==> src/rtl/instr_fetch_unit.sv <==
// instr_fetch_unit
//   Multi-cycle instruction fetch stage. Owns the PC and runs a req/ack
//   handshake with instruction memory. It latches the returned word into an
//   instruction register and presents the decoded fields with a valid flag.
//   On retire it computes the next PC from the branch/zero feedback.
//
// Ports
//   clk, rst_n    rising-edge clock, asynchronous active-low reset
//   imem_req      fetch request (high in REQ/WAIT)
//   imem_addr     fetch address (= PC)
//   imem_ack      imem_rdata valid this cycle (ignored while imem_req = 0)
//   imem_rdata    instruction word
//   stall         hold the current instruction while in ISSUE
//   branch, zero  branch decision inputs, sampled only on retire
//   instr_valid   decoded fields valid
//   op/rs/rt/rd/funct/imm  IR fields
//   pc_out        address of the instruction in IR
//   pc_plus4      pc_out + PC_STEP
//   instr_count   retired instruction count (wraps)
module instr_fetch_unit #(
  parameter int                ADDR_W   = 32,
  parameter logic [ADDR_W-1:0] RESET_PC = '0,
  parameter int                PC_STEP  = 4
) (
  input  logic              clk,
  input  logic              rst_n,
  output logic              imem_req,
  output logic [ADDR_W-1:0] imem_addr,
  input  logic              imem_ack,
  input  logic [31:0]       imem_rdata,
  input  logic              stall,
  input  logic              branch,
  input  logic              zero,
  output logic              instr_valid,
  output logic [5:0]        op,
  output logic [4:0]        rs,
  output logic [4:0]        rt,
  output logic [4:0]        rd,
  output logic [5:0]        funct,
  output logic [15:0]       imm,
  output logic [ADDR_W-1:0] pc_out,
  output logic [ADDR_W-1:0] pc_plus4,
  output logic [31:0]       instr_count
);

  typedef enum logic [1:0] {REQ, WAIT, ISSUE} state_t;

  state_t            state_q, state_d;
  logic [ADDR_W-1:0] pc_q;
  logic [31:0]       ir_q;
  logic [31:0]       count_q;
  logic              ir_load;
  logic              retire;
  logic [ADDR_W-1:0] br_off;

  always_ff @(posedge clk or negedge rst_n) begin
    if (!rst_n) state_q <= REQ;
    else        state_q <= state_d;
  end

  always_comb begin
    state_d = state_q;
    ir_load = 1'b0;
    retire  = 1'b0;
    unique case (state_q)
      REQ: begin
        if (imem_ack) begin
          ir_load = 1'b1;
          state_d = ISSUE;
        end else begin
          state_d = WAIT;
        end
      end
      WAIT: begin
        if (imem_ack) begin
          ir_load = 1'b1;
          state_d = ISSUE;
        end
      end
      ISSUE: begin
        if (!stall) begin
          retire  = 1'b1;
          state_d = REQ;
        end
      end
      default: state_d = REQ;
    endcase
  end

  // REQ is the reset state, so gating with rst_n keeps imem_req low while
  // reset is held and raises it in the first cycle after release.
  assign imem_req    = rst_n && (state_q != ISSUE);
  assign instr_valid = (state_q == ISSUE);

  // PC only advances on retire, so during ISSUE it still addresses the
  // instruction held in IR.
  assign imem_addr = pc_q;
  assign pc_out    = pc_q;
  assign pc_plus4  = pc_q + ADDR_W'(PC_STEP);

  // Word offset: sign-extended immediate shifted left by two.
  assign br_off = {{(ADDR_W-18){ir_q[15]}}, ir_q[15:0], 2'b00};

  always_ff @(posedge clk or negedge rst_n) begin
    if (!rst_n) begin
      pc_q    <= RESET_PC;
      ir_q    <= '0;
      count_q <= '0;
    end else begin
      if (ir_load) ir_q <= imem_rdata;
      if (retire) begin
        count_q <= count_q + 32'd1;
        if (branch && zero) pc_q <= pc_plus4 + br_off;
        else                pc_q <= pc_plus4;
      end
    end
  end

  assign op          = ir_q[31:26];
  assign rs          = ir_q[25:21];
  assign rt          = ir_q[20:16];
  assign rd          = ir_q[15:11];
  assign funct       = ir_q[5:0];
  assign imm         = ir_q[15:0];
  assign instr_count = count_q;

endmodule

==> config.mk <==
export PLATFORM = sky130hd
export DESIGN_NAME = instr_fetch_unit
export DESIGN_NICKNAME = d
export VERILOG_FILES = /design/src/rtl/instr_fetch_unit.sv
export SDC_FILE = /design/constraint.sdc
export NUM_CORES = 1
export LEC_CHECK = 0
export ABC_CLOCK_PERIOD_IN_PS = 6600
export CAP_MARGIN = 0
export CORE_UTILIZATION = 45
export CTS_BUF_LIST = sky130_fd_sc_hd__clkbuf_8
export CTS_CLUSTER_DIAMETER = 120
export DETAILED_ROUTE_END_ITERATION = 10
export GPL_ROUTABILITY_DRIVEN = 0
export PLACE_DENSITY = 0.78
export REMOVE_ABC_BUFFERS = 1
export SETUP_SLACK_MARGIN = 0.4
export SLEW_MARGIN = 40
export SYNTH_ARGS = -nofsm -noshare
export SYNTH_HDL_FRONTEND = slang
export SYNTH_SLANG_ARGS = --single-unit
export TNS_END_PERCENT = 100
==> constraint.sdc <==
create_clock -name clk -period 6.6 [get_ports clk]
set_input_delay 1.32 -clock clk [delete_from_list [all_inputs] [get_ports clk]]
set_output_delay 1.32 -clock clk [all_outputs]
set_load 0.03 [all_outputs]
### After elaboration in Yosys (flattened, before gate mapping)

Index checks and enable logic that the tools add are counted.

* output and inout port bits: 173
* memories kept: 0
* RAM bits: 0
* logic and storage cells: 26
* bits in read-only memories: 0
* bits in latches: 0
* register bits after elaboration: 98

* reductions and logical operators: 5
* magnitude comparators: 0
* div/mod/pow operators: 0
* multipliers: 0
* shift-type cells: 0
* equal/unequal tests: 5
* bitwise operators: 0
* add/subtract/negate cells: 3
* multiplexer cells: 9

Operator list (count)
* $add 32x1->32 const B: 1
* $add 32x3->32 const B: 1
* $add 32x32->32: 1
* $mux 32: 1
* $mux 2: 3
* $ne 2x2->1 const B: 3
* $pmux 2 s3: 1
* $mux 1: 4
* $eq 2x1->1 const B: 1
* $eq 2x2->1 const B: 1
* $logic_and 1x1->1: 2
* $logic_not 2->1: 1
* $reduce_and 2->1: 1
* $reduce_or 2->1: 1

### Logic depth before layout (Yosys ltp)

Gate-level depths: netlist of run 1.

* word-level depth: 3
* gate-level depth with buffers: 18
* mapped depth without buffers: 17

### Worst setup path after synthesis of run 1

No wires, ideal clock.

* kind: reg2reg
* from: reg pc_q[3] (netlist: imem_addr[3])
* to: reg pc_q[29] (netlist: imem_addr[29])
* data arrival time: 4.247 ns
* cell stages (with the launch flop): 19
* library setup time: 0.133 ns
* clock period less this slack: 4.381 ns
* path slack: 2.219 ns
* data required time: 6.467 ns
* path through: dfrtp_1 -> ha_1 -> nand4_1 -> nor2_2 -> nand3_1 -> nor2_1 -> nand2_1 -> xnor2_1 -> ha_1 -> clkbuf_1 -> a21o_1 -> a21oi_1 -> o21bai_1 -> a21o_1 -> a21o_1 -> a221o_1 -> a21oi_2 -> xor2_1 -> o211ai_1

* word-level cells in the longest chain between the ends: 3

RTL lines
* from (decl): line 49 `logic [ADDR_W-1:0] pc_q;`
* from (signal assigned): line 113 `if (branch && zero) pc_q <= pc_plus4 + br_off;`
* from (signal assigned): line 114 `else pc_q <= pc_plus4;`
* $add 32x3->32: line 99 `assign pc_plus4 = pc_q + ADDR_W'(PC_STEP);`
* net pc_plus4[22]: line 42 `output logic [ADDR_W-1:0] pc_plus4,`
* $add 32x32->32: line 113
* $mux 32: line 113

The timed path passes the listed nets, and every way through them passes these cells.
A chain may end at the register's enable or synchronous reset.

### Worst setup path after layout of run 1

* from: reg pc_q[2] (netlist: imem_addr[2])
* to: out pc_plus4[26]

* word-level cells in the longest chain between the ends: 1

RTL lines (line)
* $add 32x3->32: 99
* to (decl): 42

No other way between the ends.

==> flow_metrics.py, run 1 <==
metrics = {
    "final_layout": {
        "final.fill_count": 1296,
        "diodes": 0,
        "area_delta_synth_final_pct": 31.4,
        "drive_above_1_share_pct": 9.29,
        "fin_nets": 964,
        "ff_latch_area_um2": 2400,
        "multi_input_area_um2": 3830,
    },
    "clock_network": {
        "cts_tree": "done",
        "cts_resized": 0,
        "cts_root_buf": "clkbuf_8",
        "numClockSinks": 96,
        "postCtsHoldBufs": 0,
        "path_clk_slew_ns": 0.10,
        "cts_buffers": 9,
        "htreeDepth": 3,
        "postCtsSetupRepairBufs": 0,
        "clk_latency_ns": 0.39,
        "clock_path_buffers": 2,
    },
    "route": {
        "first_pass_iters": 5,
        "drc": 0,
        "wire_per_inst_um": 16.2,
        "vias": 5839,
        "vias_per_cell": 5.42,
        "drt_wl_total_mm": 17.4,
        "drt_iter0_drc": 340,
        "ant_nets": 0,
    },
    "grt": {
        "met1_usage_pct": 29.7,
        "busiest_layer": "met2",
        "met2_usage_pct": 38.5,
        "grt_start_max_net_pins": 55,
        "grt_antenna_before_repair": 0,
        "grt_pass1_wl_mm": 27.7,
        "met3_usage_pct": 5.27,
        "grt_overflow_total": 0,
        "grt_pass1_vias": 5509,
        "grt_use_total_pct": 23.3,
    },
    "power": {
        "power_switching_share_pct": 51.2,
        "powerDensity_nw_per_um2": 508,
        "pwr-share-clk_pct": 9.0,
        "p_leak_nw": 3.70,
        "ir_drop_mv": 0.291,
        "p_comb_share_pct": 69.4,
        "internal-power_mw": 2.19,
        "net-switching-power_mw": 2.29,
        "seqPwrFrac_pct": 21.6,
    },
    "die": {
        "die_area_um2": 15400,
        "die_x_um": 124,
        "core_area_um2": 14500,
        "num_rows": 44,
        "dieHeight_um": 124,
        "io_pins": 211,
        "start_util_pct": 46.2,
    },
    "yosys": {
        "yosys.area.top_type": "dfrtp_1",
        "synth_area_per_cell_um2": 9.17,
        "yosys_warnings": 0,
        "synthFlopType": "dfrtp_1",
        "netlist.area_leader.share_pct": 35.8,
        "ys_ff_latch": 96,
        "synth-async-reset-ratio_pct": 100,
        "syn_area_um2": 6710,
        "synth_area_leaders": "dfrtp_1 36%, xnor2_1 7.8%, ha_1 6.9%, mux2_2 5.4%, buf_4 5.3%",
        "netlist_instances": 732,
        "synthDistinctLibCells": 65,
        "synth_edf_count": 0,
        "yosysSeqAreaShare_pct": 35.8,
    },
    "sta": {
        "finalCriticalPeriod_ns": 4.73,
        "worst_slack_ns": 1.87,
        "hold_viol": 0,
        "maxSlewHeadroom_pct": 52.9,
        "report.final.slew_viol_count": 0,
        "fmax_mhz": 211,
        "setup_viol": 0,
        "post-route-period-util_pct": 71.7,
        "finalClockSkew_ns": 0.0120,
        "tightest_slew_ns": 0.706,
        "rsz0062_at_grt": "false",
        "setup_tns_ns": 0,
    },
    "run": {
        "maxCapViolCount": 0,
    },
    "min_path": {
        "hold_class": "reg -> reg",
    },
    "placed_design": {
        "pre_cts_ws_ns": 2.26,
        "port_buffers": 204,
        "dp_hpwl_mm": 13.0,
    },
    "run_status": {
        "status": "finished clean",
    },
    "worst_setup_path": {
        "endpoint_kind": "output pin",
        "crit_fanout": 6,
        "cp.arrival_ns": 3.41,
        "cp-start-kind": "flop",
        "cp.required_ns": 5.28,
        "worstSetupPathType": "reg -> out",
    },
}
state kept, by name, summed over array words and instances (netlist names):
register     flops
ir_q            32
instr_count     32
state_q          2
imem_addr       30
power by group through the flow:
stage | registers, mW | clock network [mW] | logic, mW
detailed placement | 0.982 | 0 | 3.08
global placement | 0.971 | 0 | 3.06
floorplan | 1.42 | 0 | 1.56
CTS | 0.970 | 0.416 | 3.10
global route | 1.00 | 0.438 | 3.34
finish | 0.968 | 0.404 | 3.11
metal layers:
| layer | vias to the layer above | part of all wire [%] | routed length (µm) |
|---|---|---|---|
| met5 | - | 0 | 0 |
| met4 | 0 | 2.4 | 418 |
| met3 | 34 | 5.4 | 938 |
| met2 | 171 | 48 | 8390 |
| met1 | 2796 | 44 | 7670 |
| li1 | 2838 | - | - |
per-stage QoR:
| step | instances | hold WS [ns] | area [µm²] | total power [mW] | utilization [%] |
|---|---|---|---|---|---|
| finish | 1077 | 0.485 | 8820 | 4.48 | 60.7 |
| global route | 1077 | 0.501 | 8820 | 4.78 | 60.7 |
| CTS | 1077 | 0.484 | 8820 | 4.49 | 60.7 |
| detailed placement | 1061 | 0.462 | 8620 | 4.06 | 59.3 |
| global placement | 1060 | 0.466 | 8600 | 4.03 | 59.2 |
| floorplan | 667 | 0.415 | 6290 | 2.98 | - |
critical path, stage by stage (launching register included):
cell and delay (ns):
dfrtp_1 0.46, ha_1 0.29, nand4_1 0.18, nor2_2 0.29, nand3_1 0.29, nor3_2 0.42, nand2_1 0.16, xnor2_1 0.22
clkdlybuf4s50_1 0.71
final timing paths:
path / slack, ns / to / depth (start not counted) / from
min in group asynchronous: 0.96 / instr_count[17] / 1 / rst_n
max in group asynchronous: 4.58 / instr_count[12] / 2 / rst_n
min: 0.48 / instr_count[31] / 1 / instr_count[31]
max: 1.87 / pc_plus4[26] / 8 / imem_addr[2]
max reg2reg: 2.38 / imem_addr[29] / 17 / imem_addr[2]
min reg2reg: 0.48 / instr_count[31] / 1 / instr_count[31]
cell usage after synthesis (2+ instances only):
| cell | count |
|---|---|
| o2111ai_2 | 2 |
| o21ai_0 | 25 |
| clkbuf_1 | 18 |
| buf_1 | 2 |
| nor3_1 | 7 |
| xnor2_1 | 60 |
| and4_1 | 3 |
| a21o_1 | 14 |
| inv_1 | 17 |
| o21ai_1 | 7 |
| nand2_1 | 82 |
| a211oi_1 | 2 |
| o22ai_1 | 9 |
| dfrtp_1 | 96 |
| or3_1 | 3 |
| ha_1 | 37 |
| o211ai_1 | 4 |
| a31oi_1 | 7 |
| or2_2 | 3 |
| mux2_2 | 32 |
| nor4_1 | 2 |
| and3_1 | 13 |
| o21a_1 | 4 |
| a21oi_2 | 3 |
| o221ai_1 | 2 |
| a32oi_1 | 2 |
| xor2_1 | 24 |
| nor2_1 | 50 |
| nand3_4 | 2 |
| buf_2 | 3 |
| a21oi_1 | 58 |
| and2_1 | 3 |
| nor2b_1 | 6 |
| buf_4 | 47 |
| nand2b_1 | 3 |
| nand3_1 | 33 |
| nand4_1 | 12 |
| a22oi_1 | 2 |
| o31ai_1 | 2 |
| o21bai_1 | 6 |
placed cells by master, fill, tap and decap left out, types with 12 or more instances in the layout:
master	count
a21o_1	14
nand2_1	82
mux2_2	32
clkdlybuf4s50_1	203
ha_1	37
dfrtp_1	96
xor2_1	24
nor2_1	50
o21ai_0	25
nand3_1	33
and3_1	13
a21oi_1	58
xnor2_1	60
nand4_1	12
inv_1	19
final cells by class:
type / count / area share [%]
repair buffers: 210 / 23.7
clock inverters: 7 / 0.837
multi-input cells: 554 / 43.5
clock buffers: 9 / 1.40
flip-flops and latches: 96 / 27.2
well taps: 184 / 2.61
inverters: 17 / 0.724
kinds of logic (layout without fill, tap and decap cells):
logic type | after synthesis | count (layout) | share of synthesized area [%]
other cells | 1 | 6 | 0.0559
compound gates | 161 | 161 | 15.7
xor+xnor | 84 | 84 | 11.0
simple gates | 232 | 232 | 17.2
fa+ha+maj | 38 | 38 | 7.20
flops | 96 | 96 | 35.8
buf+inv | 87 | 243 | 7.55
mux | 33 | 33 | 5.52
(Power assumes the default switching activity.)
==> run 2: changes to the inputs <==
Settings changed: ABC_CLOCK_PERIOD_IN_PS 6600 to 4900.
Clock period 6.6 ns to 4.9 ns, I/O delays scaled along.
==> run 2 against run 1 <==
Effect of this change:
- non-clock buffer count rose by 1
- power rose by 35%
- combinational power rose by 34%
- routed wire length rose by 0.67%
- first-iteration DRC count fell by 2.1%
- cell area rose by 0.43%
- via count rose by 0.74%
- hold slack improved by 0.011 ns
- clock skew rose by 0.0033 ns
- register-to-register slack got worse by 1.6 ns
- critical endpoint is now pc_plus4[24]
- largest power group unchanged
==> flow_metrics.py, run 2 (synthesis gave the netlist of run 1 again) <==
metrics = {
    "sta": {
        "rsz0062_at_grt": "true",
        "setup_tns_ns": 0,
        "tightest_slew_ns": 0.676,
        "report.final.slew_viol_count": 0,
        "finalCriticalPeriod_ns": 4.30,
        "maxSlewHeadroom_pct": 55.0,
        "hold_viol": 0,
        "post-route-period-util_pct": 87.7,
        "setup_viol": 0,
        "finalClockSkew_ns": 0.0153,
        "fmax_mhz": 233,
        "whs_ns": 0.496,
    },
    "worst_setup_path": {
        "rr_startpoint": "imem_addr[2]",
        "crit_chain": "ha_1, nand4_1, nor2_2, nand3_1, nor2_1, and4_1, xor2_1, clkdlybuf4s50_1",
        "slowest_stage": "clkdlybuf4s50_1",
        "crit_fanout": 6,
        "startpoint": "imem_addr[2]",
        "cp.required_ns": 3.92,
        "cp.arrival_ns": 3.32,
        "cp-start-kind": "flop",
        "max_stage_delay_ns": 0.72,
        "worstSetupPathType": "reg -> out",
        "endpoint_kind": "output pin",
    },
    "route": {
        "drt_wl_total_mm": 17.5,
        "met3WireLength_mm": 1.06,
        "vias": 5882,
        "vias_per_cell": 5.46,
        "ant_nets": 0,
        "wl_met1_mm": 7.71,
        "drt_iter0_drc": 333,
        "wire_per_inst_um": 16.3,
        "drc": 0,
        "wl_met2_mm": 8.57,
        "first_pass_iters": 5,
        "topRoutingLayerUsed": "met4",
    },
    "grt": {
        "grt_use_total_pct": 23.2,
        "grt_start_max_net_pins": 60,
        "grt_pass1_vias": 5397,
        "grt_pass1_wl_mm": 27.3,
        "grt_antenna_before_repair": 0,
        "grt_overflow_total": 0,
    },
    "placed_design": {
        "port_buffers": 204,
        "dp_hpwl_mm": 13.3,
    },
    "clock_network": {
        "cts_root_buf": "clkbuf_8",
        "numClockSinks": 96,
        "clock_path_buffers": 2,
        "htreeDepth": 3,
        "path_clk_slew_ns": 0.10,
        "cts_buffers": 9,
        "clk_latency_ns": 0.38,
        "cts_tree": "done",
    },
    "final_layout": {
        "multi_input_area_um2": 3840,
        "final_common_cell": "clkdlybuf4s50_1",
        "final.fill_count": 1266,
        "drive_above_1_share_pct": 9.62,
        "ff_latch_area_um2": 2400,
        "most-common-layout-cells": "200 x clkdlybuf4s50_1, 95 x dfrtp_1, 82 x nand2_1",
        "area_delta_synth_final_pct": 32.0,
        "fin_nets": 965,
        "diodes": 0,
    },
    "power": {
        "powerDensity_nw_per_um2": 683,
        "seqPwrFrac_pct": 21.7,
        "net-switching-power_mw": 3.10,
        "internal-power_mw": 2.95,
        "p_leak_nw": 3.75,
        "power_switching_share_pct": 51.2,
        "p_comb_share_pct": 68.9,
        "pwr-share-clk_pct": 9.3,
        "ir_drop_mv": 0.457,
    },
    "run": {
        "maxCapViolCount": 0,
    },
    "die": {
        "io_pins": 211,
        "core_area_um2": 14500,
        "die_area_um2": 15400,
        "die_x_um": 124,
        "dieHeight_um": 124,
        "num_rows": 44,
        "start_util_pct": 46.2,
    },
    "run_status": {
        "status": "finished clean",
    },
    "min_path": {
        "hold_class": "reg -> reg",
        "hp-start": "instr_count[31]",
    },
}
run 2: path summary, 6_finish.rpt:
kind / endpoint / slack (ns) / cells after the start
min in group asynchronous: instr_count[14] / 0.72 / 2
max: pc_plus4[24] / 0.60 / 8
max in group asynchronous: ir_q[15] / 3.25 / 3
max reg2reg: imem_addr[30] / 0.81 / 15
min reg2reg: instr_count[31] / 0.50 / 1
min: instr_count[31] / 0.50 / 1
run 2: layout make-up:
type | instances | share of cell area, %
sequential | 96 | 27.1
timing repair buffer | 211 | 23.8
clock buffer | 9 | 1.40
inverter | 17 | 0.721
clock inverter | 7 | 0.975
multi-input combinational | 554 | 43.3
tap | 184 | 2.60
run 2: what timing repair did:
action                                  4_1_cts  5_1_grt
hold buffers                                  0        0
resized for setup                             0        4
hold endpoints to repair                      0        0
endpoints found under the setup margin        0        3
setup buffers                                 0        0
run 2: per-layer routing:
metal	track usage, %	vias to the layer above
met5	0	-
met4	6.03	0
met3	4.99	14
met2	37.7	209
met1	31.0	2818
li1	-	2841
run 2: per-stage QoR:
step	instances	utilization (%)	power (mW)	setup slack [ns]	area, µm²
2_1_floorplan	667	-	4.02	0.328	6290
3_3_place_gp	1061	59.2	5.44	0.967	8610
4_1_cts	1078	60.8	6.06	0.533	8840
6_report	1078	60.9	6.05	0.605	8850
5_1_grt	1078	60.9	6.46	0.363	8850
3_5_place_dp	1062	59.3	5.47	0.880	8630
run 2: power by group through the flow:
stage | Clock (mW) | Combinational, mW | Sequential, mW
CTS | 0.583 | 4.16 | 1.32
global route | 0.613 | 4.49 | 1.36
finish | 0.564 | 4.17 | 1.32
detailed placement | 0 | 4.14 | 1.33
floorplan | 0 | 2.10 | 1.92
global placement | 0 | 4.11 | 1.32
run 2: worst max-delay path: cells and delay by family, from the launching register on:
kind          cells  cell delay (ns)
simple gates      5             1.27
buf+inv           1             0.72
xor+xnor          1             0.21
fa+ha+maj         1             0.28
flops             1             0.46
